**config.mk**
```make
export PLATFORM = sky130hd
export DESIGN_NAME = switch_debouncer_flat
export DESIGN_NICKNAME = d
export VERILOG_FILES = /design/src/rtl/switch_debouncer_pkg.sv /design/src/rtl/switch_debouncer_if.sv /design/src/rtl/debounce_bit.sv /design/src/rtl/switch_debouncer.sv /design/src/flat_wrapper.sv
export SDC_FILE = /design/constraint.sdc
export NUM_CORES = 1
export LEC_CHECK = 0
export CORE_MARGIN = 2
export CORE_UTILIZATION = 55
export CTS_BUF_LIST = sky130_fd_sc_hd__clkbuf_4 sky130_fd_sc_hd__clkbuf_8
export DETAILED_ROUTE_END_ITERATION = 12
export DONT_BUFFER_PORTS = 1
export PLACE_DENSITY = 0.79
export SKIP_CTS_REPAIR_TIMING = 1
export SYNTH_ARGS = -nofsm -noshare
export SYNTH_HDL_FRONTEND = slang
export SYNTH_SLANG_ARGS = --single-unit
```
**constraint.sdc**
```tcl
create_clock -name clk -period 5.2 [get_ports clk]
set_input_delay 1.04 -clock clk [delete_from_list [all_inputs] [get_ports clk]]
set_output_delay 1.04 -clock clk [all_outputs]
set_load 0.1 [all_outputs]
```
**src/rtl/switch_debouncer_pkg.sv**
```systemverilog
// Shared types and default timing constants for the switch debouncer.
// Every per-bit debouncer and the multi-bit wrapper import this package.
package debounce_pkg;

   // A bit is STABLE while its synchronised input matches its debounced output.
   typedef enum logic {
      STABLE   = 1'b0,
      CHANGING = 1'b1
   } db_state_e;

   // 10 ms of stability at 50 MHz, and a counter width that can hold M-1.
   localparam int DB_M_50MHZ_10MS = 500000;
   localparam int DB_W            = 19;

endpackage

```
**src/rtl/switch_debouncer_if.sv**
```systemverilog
// Switch conditioning bus.
// The board side drives raw switch levels. The debouncer returns clean levels and edge pulses.
interface switch_debouncer_if #(
   parameter int N = 17
);
   logic [N-1:0] sw;
   logic [N-1:0] db;
   logic [N-1:0] rise;
   logic [N-1:0] fall;

   modport master (output sw, input db, input rise, input fall);
   modport slave  (input sw, output db, output rise, output fall);
endinterface

```
**src/rtl/debounce_bit.sv**
```systemverilog
// One debounced switch bit: a two-flop synchroniser, a stability counter,
// the debounced level register, and registered rise/fall pulses.
//
// state    | meaning
// ---------+---------------------------------------------------------------
// STABLE   | s2 == db; counter held at 0
// CHANGING | s2 != db; counter advances, and db commits when it reaches M-1
module debounce_bit
   import debounce_pkg::*;
#(
   parameter int M = DB_M_50MHZ_10MS,
   parameter int W = DB_W
) (
   input  logic clk,
   input  logic reset,
   input  logic sw,
   output logic db,
   output logic rise,
   output logic fall
);

   localparam logic [W-1:0] CNT_LAST = W'(M - 1);

   logic         s1_q;
   logic         s2_q;
   logic         db_q;
   logic         rise_q;
   logic         fall_q;
   logic [W-1:0] cnt_q;

   logic         db_d;
   logic         rise_d;
   logic         fall_d;
   logic [W-1:0] cnt_d;
   db_state_e    state;

   always_ff @(posedge clk) begin
      if (reset) begin
         s1_q   <= 1'b0;
         s2_q   <= 1'b0;
         cnt_q  <= '0;
         db_q   <= 1'b0;
         rise_q <= 1'b0;
         fall_q <= 1'b0;
      end else begin
         s1_q   <= sw;
         s2_q   <= s1_q;
         cnt_q  <= cnt_d;
         db_q   <= db_d;
         rise_q <= rise_d;
         fall_q <= fall_d;
      end
   end

   // Any return of s2 to db clears the count: earlier stable cycles earn no credit.
   always_comb begin
      state  = (s2_q == db_q) ? STABLE : CHANGING;
      cnt_d  = '0;
      db_d   = db_q;
      rise_d = 1'b0;
      fall_d = 1'b0;
      unique case (state)
         STABLE: begin
            cnt_d = '0;
         end
         CHANGING: begin
            if (cnt_q == CNT_LAST) begin
               db_d   = s2_q;
               rise_d = s2_q;
               fall_d = ~s2_q;
            end else begin
               cnt_d = cnt_q + 1'b1;
            end
         end
      endcase
   end

   always_comb begin
      db   = db_q;
      rise = rise_q;
      fall = fall_q;
   end

endmodule

```
**src/rtl/switch_debouncer.sv**
```systemverilog
// Multi-bit switch debouncer. Each of the N switch bits is synchronised and
// debounced on its own, with no interaction between bits.
module switch_debouncer
   import debounce_pkg::*;
#(
   parameter int N = 17,
   parameter int M = DB_M_50MHZ_10MS,
   parameter int W = DB_W
) (
   input  logic               clk,
   input  logic               reset,
   switch_debouncer_if.slave  bus
);

   for (genvar gi = 0; gi < N; gi++) begin : g_bit
      debounce_bit #(
         .M (M),
         .W (W)
      ) u_bit (
         .clk   (clk),
         .reset (reset),
         .sw    (bus.sw[gi]),
         .db    (bus.db[gi]),
         .rise  (bus.rise[gi]),
         .fall  (bus.fall[gi])
      );
   end

endmodule

```
**src/flat_wrapper.sv**
```systemverilog
// flat-port wrapper written by rule: the top's interface ports become plain ports
module switch_debouncer_flat import debounce_pkg::*;
#(
   parameter int N = 17,
   parameter int M = DB_M_50MHZ_10MS,
   parameter int W = DB_W
)
  (clk, reset, bus_sw, bus_db, bus_rise, bus_fall);
  switch_debouncer_if #(.N(N)) bus_i ();
  input  logic clk;
  input  logic reset;
  input wire logic [$bits(bus_i.sw)-1:0] bus_sw;
  output wire logic [$bits(bus_i.db)-1:0] bus_db;
  output wire logic [$bits(bus_i.rise)-1:0] bus_rise;
  output wire logic [$bits(bus_i.fall)-1:0] bus_fall;
  assign bus_i.sw = bus_sw;
  assign bus_db = bus_i.db;
  assign bus_rise = bus_i.rise;
  assign bus_fall = bus_i.fall;
  switch_debouncer #(.N(N), .M(M), .W(W)) u_core (.clk(clk), .reset(reset), .bus(bus_i));
endmodule
```
==> Flow_metrics.wiki <==
{| class="wikitable"
! Metric !! Value
|-
| CTS root buffer || sky130_fd_sc_hd__clkbuf_8
|-
| CTS H-tree depth || 3
|-
| Library cells used by synthesis || 52
|-
| Total setup violations reported at the end of the flow || 0
|-
| Final-report max-slew violation count || 0
|-
| Estimated wirelength of the detail-placed design || 22,500 um
|-
| Most area-hungry cell type in the Yosys netlist || sky130_fd_sc_hd__dfxtp_1
|-
| Die extent in x || 184 um
|-
| Levels on crit path || 0
|-
| Post-route antenna net violation count || 0
|-
| Number of sinks on the clock net || 408
|-
| Initial standard-cell utilization of the core || ~55%
|-
| Critical path type || reg -> out
|-
| Maximum number of pins on one net before global-route repair || 97
|-
| Number of antenna violations at the first check in global routing || 0
|-
| Cells taking the most area after synthesis || sky130_fd_sc_hd__dfxtp_1 (46%), sky130_fd_sc_hd__xnor2_1 (6.0%), sky130_fd_sc_hd__nor2_1 (5.7%)
|-
| Proportion of layout cells with a drive suffix above 1 || ~8%
|-
| Gate count of the mapped netlist || 2,022
|-
| Relative area change from synthesis to final layout || 7.26%
|-
| Setup slack of the worst register-to-register path || 2710 ps
|-
| GP Congestion || 0.837
|-
| Most instantiated cells after synthesis || sky130_fd_sc_hd__dfxtp_1 (408), sky130_fd_sc_hd__nor2_1 (270), sky130_fd_sc_hd__nand3_1 (125), sky130_fd_sc_hd__xnor2_1 (123)
|-
| Max cap viols || 0
|-
| IR drop worst, VDD || between 0.2 and 0.25 mV
|-
| Internal power component || 4.77 mW
|-
| Async SR Flop Fraction || 0%
|-
| Post-route minimum period || roughly 2700 ps
|-
| Ports || 70
|-
| Worst-case reg-to-reg path depth || 5
|-
| Warnings from Yosys || 0
|-
| Fill count || between 2,000 and 3,000
|-
| Placed cell count || 2,357
|-
| Unrepaired setup endpoints after global routing || false
|-
| Setup TNS || 0 ps
|-
| Power density over the cells || 314 mW/mm2
|-
| Hold Violations, Final || 0
|-
| Post-synth EDFFs || 0
|-
| Kind of capture point of the worst setup path || primary output
|-
| Vias after detailed routing || approximately 14,000
|-
| Post-Place Setup Slack || 2730 ps
|-
| Run status || completed
|-
| Summed instance area of the synthesized netlist || between 0.015 and 0.02 mm2
|-
| Crit path launch type || flop
|-
| Longest Clk Path Bufs || 3
|-
| Number of flip-flops and latches in the synthesized netlist || 408
|-
| Static power due to leakage || 5.74 nW
|-
| Switching part of the total || roughly a fifth
|-
| Number of buffer cells added on primary ports || 0
|-
| Top cell type's share of synthesized area || 45.6%
|-
| Worst path setup slack after routing || 2510 ps
|-
| Total congestion overflow || 0
|-
| Aggregate global-route resource usage || around 20%
|-
| Final period utilization || 51.8%
|-
| Worst endpoint required time || 4160 ps
|-
| Critical register-to-register path endpoint || u_core.g_bit[12].u_bit.cnt_q[16]$_SDFF_PP0_
|-
| Worst min-delay path class || reg -> reg
|-
| Worst EP arrival || 1650 ps
|-
| Global-route wire length before repair || 58,200 um
|-
| Number of design rule violations left after detail routing || 0
|-
| Most used standard cell by instance count after synthesis || sky130_fd_sc_hd__dfxtp_1
|-
| Number of iterations in the first detailed-routing pass || 5
|-
| Cts bufs inserted || 68
|-
| Total die area || 0.0340 mm2
|-
| DRT iter0 DRCs || between 600 and 700
|-
| Worst hold slack across all endpoints || 433 ps
|-
| Worst max-slew margin expressed relative to the limit || 16.2%
|-
| Via density || around 5.6
|-
| Clock latency reported for the late side of the worst-skew pair || 600 ps
|-
| Net switching power figure || 1.27 mW
|-
| F_max || 372 MHz
|-
| Clk slew on worst S/H paths || 60 ps
|-
| Transition time at the pin with the least slew margin || 1250 ps
|-
| Synthesized Nets || 2,058
|-
| Capture point of the worst path || bus_db[10]
|-
| Register share of total power || ~52%
|-
| Worst-case clock skew || 20.6 ps
|-
| Row count || 66
|-
| Maximum net fanout on the critical path || 4
|-
| Post-synthesis sequential area ratio || 45.6%
|-
| CTS tree || built
|-
| Synthesized area divided by synthesized cell count || 8.86 um2
|-
| Crit. Startpoint || u_core.g_bit[10].u_bit.db$_SDFFE_PP0P_
|-
| Final cell count without fillers || 2,474
|-
| Overall routed net length || 33,700 um
|-
| Mean routed wirelength per cell || ~14 um
|-
| Commonest register cell after synthesis || sky130_fd_sc_hd__dfxtp_1
|-
| Chip Height || 184 um
|-
| Fraction of power consumed by combinational cells || 0.7%
|-
| Reg-to-reg startpoint || u_core.g_bit[12].u_bit.cnt_q[0]$_SDFF_PP0_
|-
| Diodes inserted || 0
|-
| Final-stage net count || 2,021
|-
| Core footprint || 0.0323 mm2
|-
| Power share of the clock group || 47.0%
|-
| Number of global-route vias before repair || between 10,000 and 15,000
|}
[state kept, by name, indices dropped and copies added (netlist names)]
| register | flops |
|---|---|
| u_core.g_bit.u_bit.db | 17 |
| u_core.g_bit.u_bit.rise | 17 |
| u_core.g_bit.u_bit.s1_q | 17 |
| u_core.g_bit.u_bit.fall | 17 |
| u_core.g_bit.u_bit.cnt_q | 323 |
| u_core.g_bit.u_bit.s2_q | 17 |
[area by class of cell]
type / instances / area [um2] / share of cell area (%)
Sequential cell: 408 / 8170 / 42.5
Timing Repair Buffer: 1 / 7.51 / 0.0391
Clock buffer: 105 / 1310 / 6.84
Inverter: 45 / 169 / 0.879
Clock inverter: 12 / 72.6 / 0.378
Tap cell: 442 / 553 / 2.88
Multi-Input combinational cell: 1461 / 8930 / 46.5
[power groups by stage]
stage	Sequential, mW	Combinational [mW]	Clock [mW]
detailed placement	3.22	0.0453	0
global route	3.15	0.0508	3.09
CTS	3.15	0.0455	2.94
floorplan	3.22	0.0480	0
global placement	3.22	0.0443	0
finish	3.15	0.0447	2.84
[stage by stage]
stage | utilization (%) | area, um2 | power (mW)
after global placement | 55.2 | 17800 | 3.27
after floorplan | - | 17900 | 3.27
after global routing | 59.5 | 19200 | 6.29
after detailed placement | 55.2 | 17800 | 3.27
after CTS | 59.5 | 19200 | 6.14
final | 59.5 | 19200 | 6.04
[worst min-delay path by stage]
stage	endpoint	cells past startpoint	from
2_1_floorplan	u_core.g_bit[0].u_bit.s2_q$_SDFF_PP0_	1	u_core.g_bit[0].u_bit.s1_q$_SDFF_PP0_
3_3_place_gp	u_core.g_bit[9].u_bit.s2_q$_SDFF_PP0_	1	u_core.g_bit[9].u_bit.s1_q$_SDFF_PP0_
3_5_place_dp	u_core.g_bit[9].u_bit.s2_q$_SDFF_PP0_	1	u_core.g_bit[9].u_bit.s1_q$_SDFF_PP0_
4_1_cts	u_core.g_bit[9].u_bit.s2_q$_SDFF_PP0_	1	u_core.g_bit[9].u_bit.s1_q$_SDFF_PP0_
5_1_grt	u_core.g_bit[9].u_bit.s2_q$_SDFF_PP0_	1	u_core.g_bit[9].u_bit.s1_q$_SDFF_PP0_
6_report	u_core.g_bit[9].u_bit.s2_q$_SDFF_PP0_	1	u_core.g_bit[9].u_bit.s1_q$_SDFF_PP0_
[per-layer routing]
layer	wire length [um]	GRT usage, %
met1	15500	25.2
met2	15700	33.6
met3	1630	4.80
met4	851	7.20
met5	0	0
[layout by cell type (no fill, tap or decap), types with 22 or more instances in the layout]
master	instances
sky130_fd_sc_hd__dfxtp_1	408
sky130_fd_sc_hd__nor4_1	52
sky130_fd_sc_hd__o31ai_1	32
sky130_fd_sc_hd__o21ai_0	52
sky130_fd_sc_hd__and4_1	34
sky130_fd_sc_hd__clkbuf_8	84
sky130_fd_sc_hd__xor2_1	96
sky130_fd_sc_hd__inv_1	45
sky130_fd_sc_hd__nand2b_1	22
sky130_fd_sc_hd__and3_1	38
sky130_fd_sc_hd__nor2b_1	38
sky130_fd_sc_hd__nand2_1	101
sky130_fd_sc_hd__nand4_1	88
sky130_fd_sc_hd__nor2_1	270
sky130_fd_sc_hd__nor3_1	56
sky130_fd_sc_hd__a21oi_1	101
sky130_fd_sc_hd__or3_1	52
sky130_fd_sc_hd__or4_1	46
sky130_fd_sc_hd__xnor2_1	123
sky130_fd_sc_hd__nand3_1	125
[logic make-up after synthesis]
group	count (synthesis)	share of synthesized area, %
and+or+nand+nor	1008	30.7
adders and majority gates	17	1.19
buffers and inverters	153	4.55
AOI/OAI and AO/OA	217	7.27
DFF	408	45.6
xor gates and xnor gates	219	10.7
No activity file was read; power rests on OpenSTA's default activity.
